**src/rtl/ps2_command_controller.sv**
```systemverilog
// PS/2 host-to-device command sequencer: request-to-send, clocks the frame out on device
// edges, checks the line ACK, then waits for the device response with resend/timeout retries.
module ps2_command_controller #(
    parameter int INHIBIT_CYCLES = 5000,
    parameter int TIMEOUT_CYCLES = 1000000,
    parameter int MAX_RETRIES    = 3
) (
    input  logic       clock,
    input  logic       reset,
    input  logic       cmd_start,
    input  logic [7:0] cmd_data,
    input  logic       edge_found,
    input  logic       ps2_data_in,
    input  logic [7:0] rx_scancode,
    input  logic       scancode_ready_set,
    output logic       ps2_clock_oe,
    output logic       ps2_data_oe,
    output logic       rx_inhibit,
    output logic       busy,
    output logic       done,
    output logic       error,
    output logic [7:0] response
);

    localparam int INH_W = $clog2(INHIBIT_CYCLES + 1);
    localparam int TO_W  = $clog2(TIMEOUT_CYCLES + 1);
    localparam int RET_W = (MAX_RETRIES > 0) ? $clog2(MAX_RETRIES + 1) : 1;

    localparam logic [INH_W-1:0] INH_LAST = INH_W'(INHIBIT_CYCLES - 1);
    localparam logic [INH_W-1:0] INH_RTS  = INH_W'(INHIBIT_CYCLES - 2);
    localparam logic [TO_W-1:0]  TO_LAST  = TO_W'(TIMEOUT_CYCLES - 1);
    localparam logic [RET_W-1:0] RET_MAX  = RET_W'(MAX_RETRIES);

    typedef enum logic [2:0] {
        S_IDLE,
        S_INHIBIT,
        S_SEND,
        S_RESP,
        S_RETRY,
        S_FINISH
    } state_t;

    state_t           state;
    logic [7:0]       cmd_reg;
    logic [INH_W-1:0] inh_cnt;
    logic [TO_W-1:0]  to_cnt;
    logic [3:0]       edge_cnt;
    logic [RET_W-1:0] retry_cnt;

    // Data-line drive after device edge n (1..10): data bits LSB first, odd parity, released stop.
    function automatic logic frame_oe(input logic [7:0] cmd, input logic [3:0] n);
        if (n <= 4'd8)
            return ~cmd[n[2:0] - 3'd1];
        else if (n == 4'd9)
            return ^cmd;
        else
            return 1'b0;
    endfunction

    always_ff @(posedge clock) begin
        if (reset) begin
            state        <= S_IDLE;
            inh_cnt      <= '0;
            to_cnt       <= '0;
            edge_cnt     <= '0;
            retry_cnt    <= '0;
            ps2_clock_oe <= 1'b0;
            ps2_data_oe  <= 1'b0;
            rx_inhibit   <= 1'b0;
            busy         <= 1'b0;
            done         <= 1'b0;
            error        <= 1'b0;
            response     <= '0;
        end else begin
            done <= 1'b0;
            case (state)
                S_IDLE, S_FINISH: begin
                    retry_cnt <= '0;
                    state     <= S_IDLE;
                    if (cmd_start) begin
                        cmd_reg      <= cmd_data;
                        error        <= 1'b0;
                        busy         <= 1'b1;
                        ps2_clock_oe <= 1'b1;
                        rx_inhibit   <= 1'b1;
                        inh_cnt      <= '0;
                        state        <= S_INHIBIT;
                    end
                end

                S_INHIBIT: begin
                    inh_cnt <= inh_cnt + 1'b1;
                    // Data goes low one cycle before the clock line is released (request-to-send).
                    if (inh_cnt == INH_RTS)
                        ps2_data_oe <= 1'b1;
                    if (inh_cnt == INH_LAST) begin
                        ps2_clock_oe <= 1'b0;
                        ps2_data_oe  <= 1'b1;
                        edge_cnt     <= '0;
                        to_cnt       <= '0;
                        state        <= S_SEND;
                    end
                end

                S_SEND: begin
                    if (edge_found) begin
                        to_cnt   <= '0;
                        edge_cnt <= edge_cnt + 4'd1;
                        if (edge_cnt == 4'd10) begin
                            ps2_data_oe <= 1'b0;
                            if (ps2_data_in) begin
                                state <= S_RETRY;
                            end else begin
                                rx_inhibit <= 1'b0;
                                state      <= S_RESP;
                            end
                        end else begin
                            ps2_data_oe <= frame_oe(cmd_reg, edge_cnt + 4'd1);
                        end
                    end else if (to_cnt == TO_LAST) begin
                        ps2_clock_oe <= 1'b0;
                        ps2_data_oe  <= 1'b0;
                        state        <= S_RETRY;
                    end else begin
                        to_cnt <= to_cnt + 1'b1;
                    end
                end

                S_RESP: begin
                    if (scancode_ready_set) begin
                        response <= rx_scancode;
                        if (rx_scancode == 8'hFE) begin
                            state <= S_RETRY;
                        end else begin
                            error <= (rx_scancode != 8'hFA);
                            done  <= 1'b1;
                            busy  <= 1'b0;
                            state <= S_FINISH;
                        end
                    end else if (to_cnt == TO_LAST) begin
                        state <= S_RETRY;
                    end else begin
                        to_cnt <= to_cnt + 1'b1;
                    end
                end

                S_RETRY: begin
                    if (retry_cnt < RET_MAX) begin
                        retry_cnt    <= retry_cnt + 1'b1;
                        ps2_clock_oe <= 1'b1;
                        rx_inhibit   <= 1'b1;
                        inh_cnt      <= '0;
                        state        <= S_INHIBIT;
                    end else begin
                        rx_inhibit <= 1'b0;
                        error      <= 1'b1;
                        done       <= 1'b1;
                        busy       <= 1'b0;
                        state      <= S_FINISH;
                    end
                end

                default: state <= S_IDLE;
            endcase
        end
    end

endmodule

```
**config.mk**
```make
export PLATFORM = sky130hd
export DESIGN_NAME = ps2_command_controller
export DESIGN_NICKNAME = d
export VERILOG_FILES = /design/src/rtl/ps2_command_controller.sv
export SDC_FILE = /design/constraint.sdc
export NUM_CORES = 1
export LEC_CHECK = 0
export ABC_AREA = 0
export BUFFER_PORTS_ARGS = -buffer_cell sky130_fd_sc_hd__buf_2
export CAP_MARGIN = 5
export CORE_MARGIN = 3
export CORE_UTILIZATION = 50
export DETAILED_ROUTE_END_ITERATION = 8
export PLACE_DENSITY = 0.79
export SYNTH_ARGS = -nofsm -noshare
export SYNTH_HDL_FRONTEND = slang
export SYNTH_SLANG_ARGS = --single-unit
```
**constraint.sdc**
```tcl
create_clock -name clock -period 2.3 [get_ports clock]
set_input_delay 0.115 -clock clock [delete_from_list [all_inputs] [get_ports clock]]
set_output_delay 0.115 -clock clock [all_outputs]
set_load 0.01 [all_outputs]
```
# Yosys cells after proc, flatten, opt, wreduce, memory -nomap -nowiden
# Cells that the tools add are included.
# classes
addsub	5
mul	0
n_div	0
n_lt_le_gt_ge	3
n_eq_ne	27
shifts	0
mux	56
n_bitwise	2
n_reduce_logical	21
# op_table
op	count
$mux W20	4
$pmux W20 S3	1
$pmux W13 S3	1
$mux W1	28
$eq A13 B13 Y1 const B	2
$mux W13	2
$ne A2 B2 Y1 const B	12
$mux W3	7
$add A20 B1 Y20 const B	1
$eq A20 B20 Y1 const B	1
$pmux W3 S5	1
$reduce_and A3 Y1	5
$add A13 B1 Y13 const B	1
$reduce_bool A3 Y1	4
$reduce_and A5 Y1	2
$ne A3 B3 Y1 const B	3
$pmux W1 S3	3
$eq A4 B4 Y1 const B	2
$eq A8 B8 Y1 const B	1
$mux W4	2
$ne A8 B8 Y1 const B	1
$pmux W4 S2	1
$reduce_xor A8 Y1	1
$eq A3 B2 Y1 const B	2
other kinds (20)	26
# word_totals
register_bits	64
latch_bits	0
ram_bits	0
mem_bits_ro	0
out_inout_bits	14
word_cells	127
memories	0

# Longest topological paths before layout
# Gate-level depths: netlist (run 1).
# logic_depth
word_depth	9
mapped_depth	7
depth_no_buf	6

# Least setup slack after synthesis (run 1)
# Ideal clock, no wire load.
# synth_path
kind	reg2reg
from	register to_cnt[3]
to	register to_cnt[19]
setup_ns	0.116
arrival_ns	1.995
required_ns	2.184
path_slack_ns	0.189
stages_incl_launch_ff	7
path_buffers	1
period_less_slack_ns	2.111
path_cell_list	dfxtp_1 -> and4_1 -> buf_4 -> or4b_4 -> or4_4 -> a21o_1 -> a31o_1
# synth_via
elab_chain_len	4
word_cells_on_any_way	6
cone_classes	1 x add/sub; 1 x eq/ne; 4 x mux
# synth_rtl
element	line_no	text
start, declared	46	logic [TO_W-1:0] to_cnt;
start signal, assigned	125	to_cnt <= to_cnt + 1'b1;
start signal, assigned	143	to_cnt <= to_cnt + 1'b1;
$add A20 B1 Y20 or $eq A20 B20 Y1 (tied branches)	n/a	
$mux W20 *	120, 140	
$mux W20 (on tied branches)	130, 106	
$pmux W20 S3 *	76	case (state)
# Every way passes the cells marked *; elsewhere a longest branch is shown, timed or not. The select of a mux whose other input is x is not followed.
# A chain may end at the register's enable or synchronous reset.

# Final worst setup path (run 1)
# layout_path
from	register inh_cnt[10]
to	register to_cnt[13]
# layout_via
elab_chain_len	3
# layout_rtl
element	line_no	text
start, declared	45	logic [INH_W-1:0] inh_cnt;
start signal, assigned	92	inh_cnt <= inh_cnt + 1'b1;
$eq A13 B13 Y1	96	if (inh_cnt == INH_LAST) begin
$ne A2 B2 Y1 (no line)	n/a	
$reduce_and A3 Y1 (no line)	n/a	
# Every way passes these cells.

==> flow_summary.yaml, run 1 <==
status:
  status: "finished, final reports clean"
final_layout:
  layoutNonFillerInstCount: 579
  final_area_mm2: 0.00426
  layout_commonest_cell: "dfxtp_1"
  fin_util_pct: 62.3
  biggestRegsByFlops: "to_cnt: 20 flops, inh_cnt: 13 flops"
  post_route_cells_drive_above_1_share_pct: 18.2
  area_delta_synth_final_pct: 19.7
  antenna_cells: 0
  commonest_cells_after_routing_fill_and_taps_aside: "dfxtp_1 (56), nand2_1 (54), a21oi_1 (43), buf_2 (35), buf_4 (22)"
  layout.nets: 508
  largest_reg_flops: 20
  largest_register: "to_cnt"
worst_setup_path:
  cp_max_fo: 21
  crit_path_end_kind: "register"
  cp.required_ns: 2.57
  criticalPathCategory: "register to register"
  critical_path.startpoint_type: "register"
  arrival_time_worst_endpoint_ns: 2.45
  reg2reg_from: "inh_cnt[10]$_SDFFE_PP0P_"
  setup.worst_path.start: "inh_cnt[10]$_SDFFE_PP0P_"
sta:
  fmax_ghz: 0.459
  layout_worst_path_cycle_share_pct: 94.7
  timing.final.max_slew_violations: 0
  timing.setup.tns_ns: 0
  hold_viol_final: 0
  rsz0062_at_grt: "no"
  maxSlewHeadroom_pct: 47.7
  period_needed_ns: 2.18
  max_slew.worst_pin.slew_ns: 0.782
  finalSetupViolations: 0
  setup_slack_ns: 0.122
  finalHoldWorstSlack_ns: 0.0149
  skew_ns: 0.0158
detailed_routing:
  vias_per_cell: 5.82
  vias: 3367
  drt_pre_antenna_iters: 5
  final_antenna_net_count: 0
  detail_route.drc_violations: 0
  wire_per_inst_um: 15.4
  initialDrtViolationCount: 331
  detail_route.wirelength_mm: 8.92
clock_tree:
  worst_skew_pair.late_latency_ns: 0.36
  tritoncts_num_sinks: 64
  tritoncts: "done"
  cts-buffers-inserted: 9
  clock_tree.root_cell: "clkbuf_8"
  postCtsSetupRepairBufs: 0
  cts-htree-levels: 3
  clk_path_buf_depth: 2
  clkTransAtPathRegs_ns: 0.09
grt:
  antenna_found_initial: 0
  grt_util_met3_pct: 4.00
  grt_max_degree: 25
  grt_busiest_layer: "met2"
  track_usage_pct: 21.9
  globalRouteOverflowTotal: 0
  first_global_vias: 3134
  global_route.usage.met2_pct: 35.7
  globalRouteMet1Util_pct: 28.8
  grt_first_pass_wirelength_mm: 14.6
synthesis:
  post_synth_inst_count: 419
  ys_seq_elements: 64
  largest_family_of_logic_cells_by_synthesized_area: "simple AND/OR/NAND/NOR gates"
  synthSimpleGateAreaFrac_pct: 27.9
  post_synthesis_sequential_area_ratio_pct: 38.3
  synth_compound_area_share_pct: 18.5
  synth_cell_types: 64
  synth_xor_xnor_area_share_pct: 3.45
  synth_adder_area_share_pct: 3.10
  synth.net_count: 449
  mappedNetlistArea_mm2: 0.00356
  async_reset_ff_share_pct: 0
  count_of_flip_flops_with_a_built_in_enable_after_synthesis: 8
  yosys_most_used_dff: "dfxtp_1"
  postSynthAreaPerCell_um2: 8.49
  ys.warnings.count: 0
  synth.mux.area_fraction_pct: 4.40
pwr:
  static-leakage-power_nw: 1.56
  pwr_density_cell_mw_per_mm2: 517
  fin_total_pwr_mw: 2.20
  worst_supply_voltage_drop_on_vdd_uv: 388
floorplanning:
  die_area_mm2: 0.00816
  boundaryPins: 36
  standard_cell_row_count: 30
  floorplan.die.width_um: 90.3
  core-area_mm2: 0.00683
  floorplan.initialDensity_pct: 52.1
  die_h_um: 90.3
placed_design:
  gp_routability_congestion: 0.913
  i_o_buffers: 35
  dpl-instance-area_mm2: 0.00395
  dp.cells: 553
  placement.setup.worst_slack_ns: 0.0850
  place.detailed.hpwl_mm: 6.36
hold_path:
  worstHoldPathType: "input pin to register"
  worstHoldStart: "rx_scancode[7]"
job:
  max_cap_violations: 0
synthesized netlist by cell type (all sizes together) (10+ instances only):
cell,number,area [um2]
dfxtp,56,1120
nand2,54,203
a21oi,43,215
o21ai,19,95.1
nor2,18,67.6
inv,16,60.1
nand2b,15,93.8
nand3,14,70.1
nor4,13,96.3
clkbuf,12,45.0
mux2i,10,100
nand4,10,62.6
layer usage:
| layer | vias to the layer above | share of wire (%) |
|---|---|---|
| met5 | - | 0 |
| met3 | 12 | 4.9 |
| met4 | 0 | 1.7 |
| met1 | 1613 | 46 |
| li1 | 1656 | - |
| met2 | 86 | 47 |
what timing repair did:
item                       in CTS  in global routing
hold endpoints to repair       10                  0
resized for setup               0                  5
setup endpoints to repair       0                 16
hold buffers                   10                  0
where the power goes:
group | internal (mW) | switching (mW)
clock network | 0.390 | 0.467
logic | 0.0830 | 0.100
registers | 1.15 | 0.0137
cells by family after synthesis:
kind of cell	after synthesis
and+or+nand+nor	178
AOI/OAI and AO/OA	104
DFF	64
buffers and inverters	37
xor gates and xnor gates	14
muxes	13
adders and majority gates	9
worst max-delay path, stage by stage (launching register included):
cell,delay [ns]
dfxtp_1,0.35
nor4bb_2,0.39
and4_1,0.37
a21oi_1,0.10
buf_4,0.22
or4_1,0.51
a21oi_1,0.16
worst paths after layout:
path | cells past startpoint | endpoint | slack [ns]
min reg2reg | 2 | response[0]$_SDFFE_PP0P_ | 0.46
max | 6 | to_cnt[13]$_SDFFE_PP0P_ | 0.12
max reg2reg | 6 | to_cnt[13]$_SDFFE_PP0P_ | 0.12
min | 3 | response[7]$_SDFFE_PP0P_ | 0.01
area by class of cell:
| cell class | instances | area [um2] |
|---|---|---|
| clock buffers | 9 | 124 |
| flip-flops and latches | 64 | 1360 |
| clock inverters | 7 | 46.3 |
| inverters | 17 | 63.8 |
| well taps | 96 | 120 |
| repair buffers | 68 | 460 |
| fillers | 584 | 2570 |
| multi-input cells | 318 | 2080 |
No activity file was read; power rests on OpenSTA's default activity.
==> inputs of run 2 (changes only) <==
--- a/config.mk
+++ b/config.mk
@@ -7,8 +7,7 @@
 export LEC_CHECK = 0
 export ABC_AREA = 0
 export BUFFER_PORTS_ARGS = -buffer_cell sky130_fd_sc_hd__buf_2
-export CAP_MARGIN = 5
-export CORE_MARGIN = 3
+export CAP_MARGIN = 10
 export CORE_UTILIZATION = 50
 export DETAILED_ROUTE_END_ITERATION = 8
 export PLACE_DENSITY = 0.79
==> flow_summary.yaml, run 2 (same netlist as run 1, synthesis figures left out) <==
pwr:
  worst_supply_voltage_drop_on_vdd_uv: 394
  static-leakage-power_nw: 1.54
  fin_total_pwr_mw: 2.18
  pwr_density_cell_mw_per_mm2: 517
detailed_routing:
  vias_per_cell: 5.90
  detail_route.drc_violations: 0
  final_antenna_net_count: 0
  vias: 3390
  initialDrtViolationCount: 299
  wire_per_inst_um: 15.2
  detail_route.wirelength_mm: 8.75
  drt_pre_antenna_iters: 5
sta:
  setup_slack_ns: 0.150
  maxSlewHeadroom_pct: 61.1
  rsz0062_at_grt: "no"
  timing.setup.tns_ns: 0
  fmax_ghz: 0.465
  timing.final.max_slew_violations: 0
  period_needed_ns: 2.15
  layout_worst_path_cycle_share_pct: 93.5
  finalSetupViolations: 0
  skew_ns: 0.0106
  max_slew.worst_pin.slew_ns: 0.583
  finalHoldWorstSlack_ns: 0.0121
  hold_viol_final: 0
worst_setup_path:
  critical_path.startpoint_type: "register"
  reg2reg_from: "to_cnt[7]$_SDFFE_PP0P_"
  cp.required_ns: 2.54
  crit_path_end_kind: "register"
  regToRegSetupSlack_ns: 0.15
  criticalPathCategory: "register to register"
  reg2reg_capture_point: "to_cnt[19]$_SDFFE_PP0P_"
  reg2regPathDepth: 5
  arrival_time_worst_endpoint_ns: 2.39
  cp_max_fo: 7
final_layout:
  final_area_mm2: 0.00421
  layout.nets: 505
  largest_reg_flops: 20
  commonest_cells_after_routing_fill_and_taps_aside: "dfxtp_1 (56), nand2_1 (54), a21oi_1 (43), buf_2 (35), buf_4 (21)"
  layoutNonFillerInstCount: 575
  layout_commonest_cell: "dfxtp_1"
  antenna_cells: 0
  post_route_cells_drive_above_1_share_pct: 17.7
  seq_area_mm2: 0.00136
  fill_cells: 588
  biggestRegsByFlops: "to_cnt: 20 flops, inh_cnt: 13 flops"
  multi_input_comb_area_mm2: 0.00207
  fin_util_pct: 61.6
  area_delta_synth_final_pct: 18.3
  largest_register: "to_cnt"
grt:
  globalRouteOverflowTotal: 0
  track_usage_pct: 23.9
  first_global_vias: 2945
  grt_first_pass_wirelength_mm: 13.8
  grt_max_degree: 31
  antenna_found_initial: 0
clock_tree:
  tritoncts: "done"
  tritoncts_num_sinks: 64
  worst_skew_pair.late_latency_ns: 0.35
  clkTransAtPathRegs_ns: 0.07
  clk_path_buf_depth: 2
  cts-htree-levels: 3
  postCtsSetupRepairBufs: 0
  clock_tree.root_cell: "clkbuf_8"
  cts-buffers-inserted: 9
floorplanning:
  boundaryPins: 36
  standard_cell_row_count: 30
  floorplan.initialDensity_pct: 52.1
  die_area_mm2: 0.00746
  floorplan.die.width_um: 86.3
  core-area_mm2: 0.00683
  die_h_um: 86.3
hold_path:
  worstHoldStart: "rx_scancode[3]"
  worstHoldPathType: "input pin to register"
  min_to: "response[3]$_SDFFE_PP0P_"
  min_path_cells: 3
placed_design:
  i_o_buffers: 35
  place.detailed.hpwl_mm: 6.05
  dpl-instance-area_mm2: 0.00392
  dp.cells: 551
  placement.setup.worst_slack_ns: 0.120
  gp_routability_congestion: 0.905
status:
  status: "finished, final reports clean"
job:
  max_cap_violations: 0
==> run 2: cell count changes in the layout (fill, tap and decap cells not counted) <==
| cell | before | now |
|---|---|---|
| dlygate4sd3_1 | 10 | 8 |
| a211oi_2 | 0 | 1 |
| a211oi_4 | 1 | 0 |
| buf_12 | 1 | 0 |
| buf_4 | 22 | 21 |
| buf_6 | 0 | 1 |
| clkbuf_1 | 0 | 1 |
| clkbuf_8 | 9 | 10 |
| clkinv_4 | 1 | 0 |
| inv_4 | 1 | 0 |
| inv_6 | 1 | 0 |
==> run 2: layer usage <==
layer | GRT usage (%) | up-vias | routed length [um]
met3 | 5.33 | 22 | 399
met5 | 0 | - | 0
li1 | - | 1648 | -
met4 | 11.1 | 0 | 233
met1 | 31.1 | 1619 | 3990
met2 | 37.8 | 101 | 4130
==> run 2: worst max path at each step <==
| stage | end | slack [ns] | from |
|---|---|---|---|
| 5_1_grt | to_cnt[19]$_SDFFE_PP0P_ | 0.05 | to_cnt[8]$_SDFFE_PP0P_ |
| 2_1_floorplan | to_cnt[19]$_SDFFE_PP0P_ | 0.19 | to_cnt[3]$_SDFFE_PP0P_ |
| 6_report | to_cnt[19]$_SDFFE_PP0P_ | 0.15 | to_cnt[7]$_SDFFE_PP0P_ |
| 4_1_cts | to_cnt[9]$_SDFFE_PP0P_ | 0.11 | state[0]$_SDFFE_PP0P_ |
| 3_3_place_gp | to_cnt[6]$_SDFFE_PP0P_ | 0.20 | state[0]$_SDFFE_PP0P_ |
| 3_5_place_dp | to_cnt[9]$_SDFFE_PP0P_ | 0.12 | state[0]$_SDFFE_PP0P_ |
==> run 2: area by class of cell <==
class,count,share of cell area (%)
Clock buffer,11,3.36
Inverter,17,1.52
Tap cell,96,2.85
Sequential cell,64,32.4
Clock inverter,4,0.535
Timing Repair Buffer,65,10.1
Multi-Input combinational cell,318,49.3
==> run 2: report_power, final <==
group / total, mW / switching (mW) / internal [mW]
clock network: 0.838 / 0.429 / 0.409
registers: 1.16 / 0.0129 / 1.15
logic: 0.179 / 0.0980 / 0.0808
==> run 2: timing repair <==
| item | CTS | global route |
|---|---|---|
| endpoints found under the hold margin | 8 | 0 |
| hold buffers | 8 | 0 |
| setup endpoints to repair | 0 | 8 |
| gates resized for setup | 0 | 4 |
==> run 2: critical path, cell delays in order, from the launching register on <==
cell and delay (ns):
dfxtp_1 0.42, nand4_1 0.17, or4b_4 0.57, or4_4 0.50, a21o_1 0.19, a31o_1 0.21
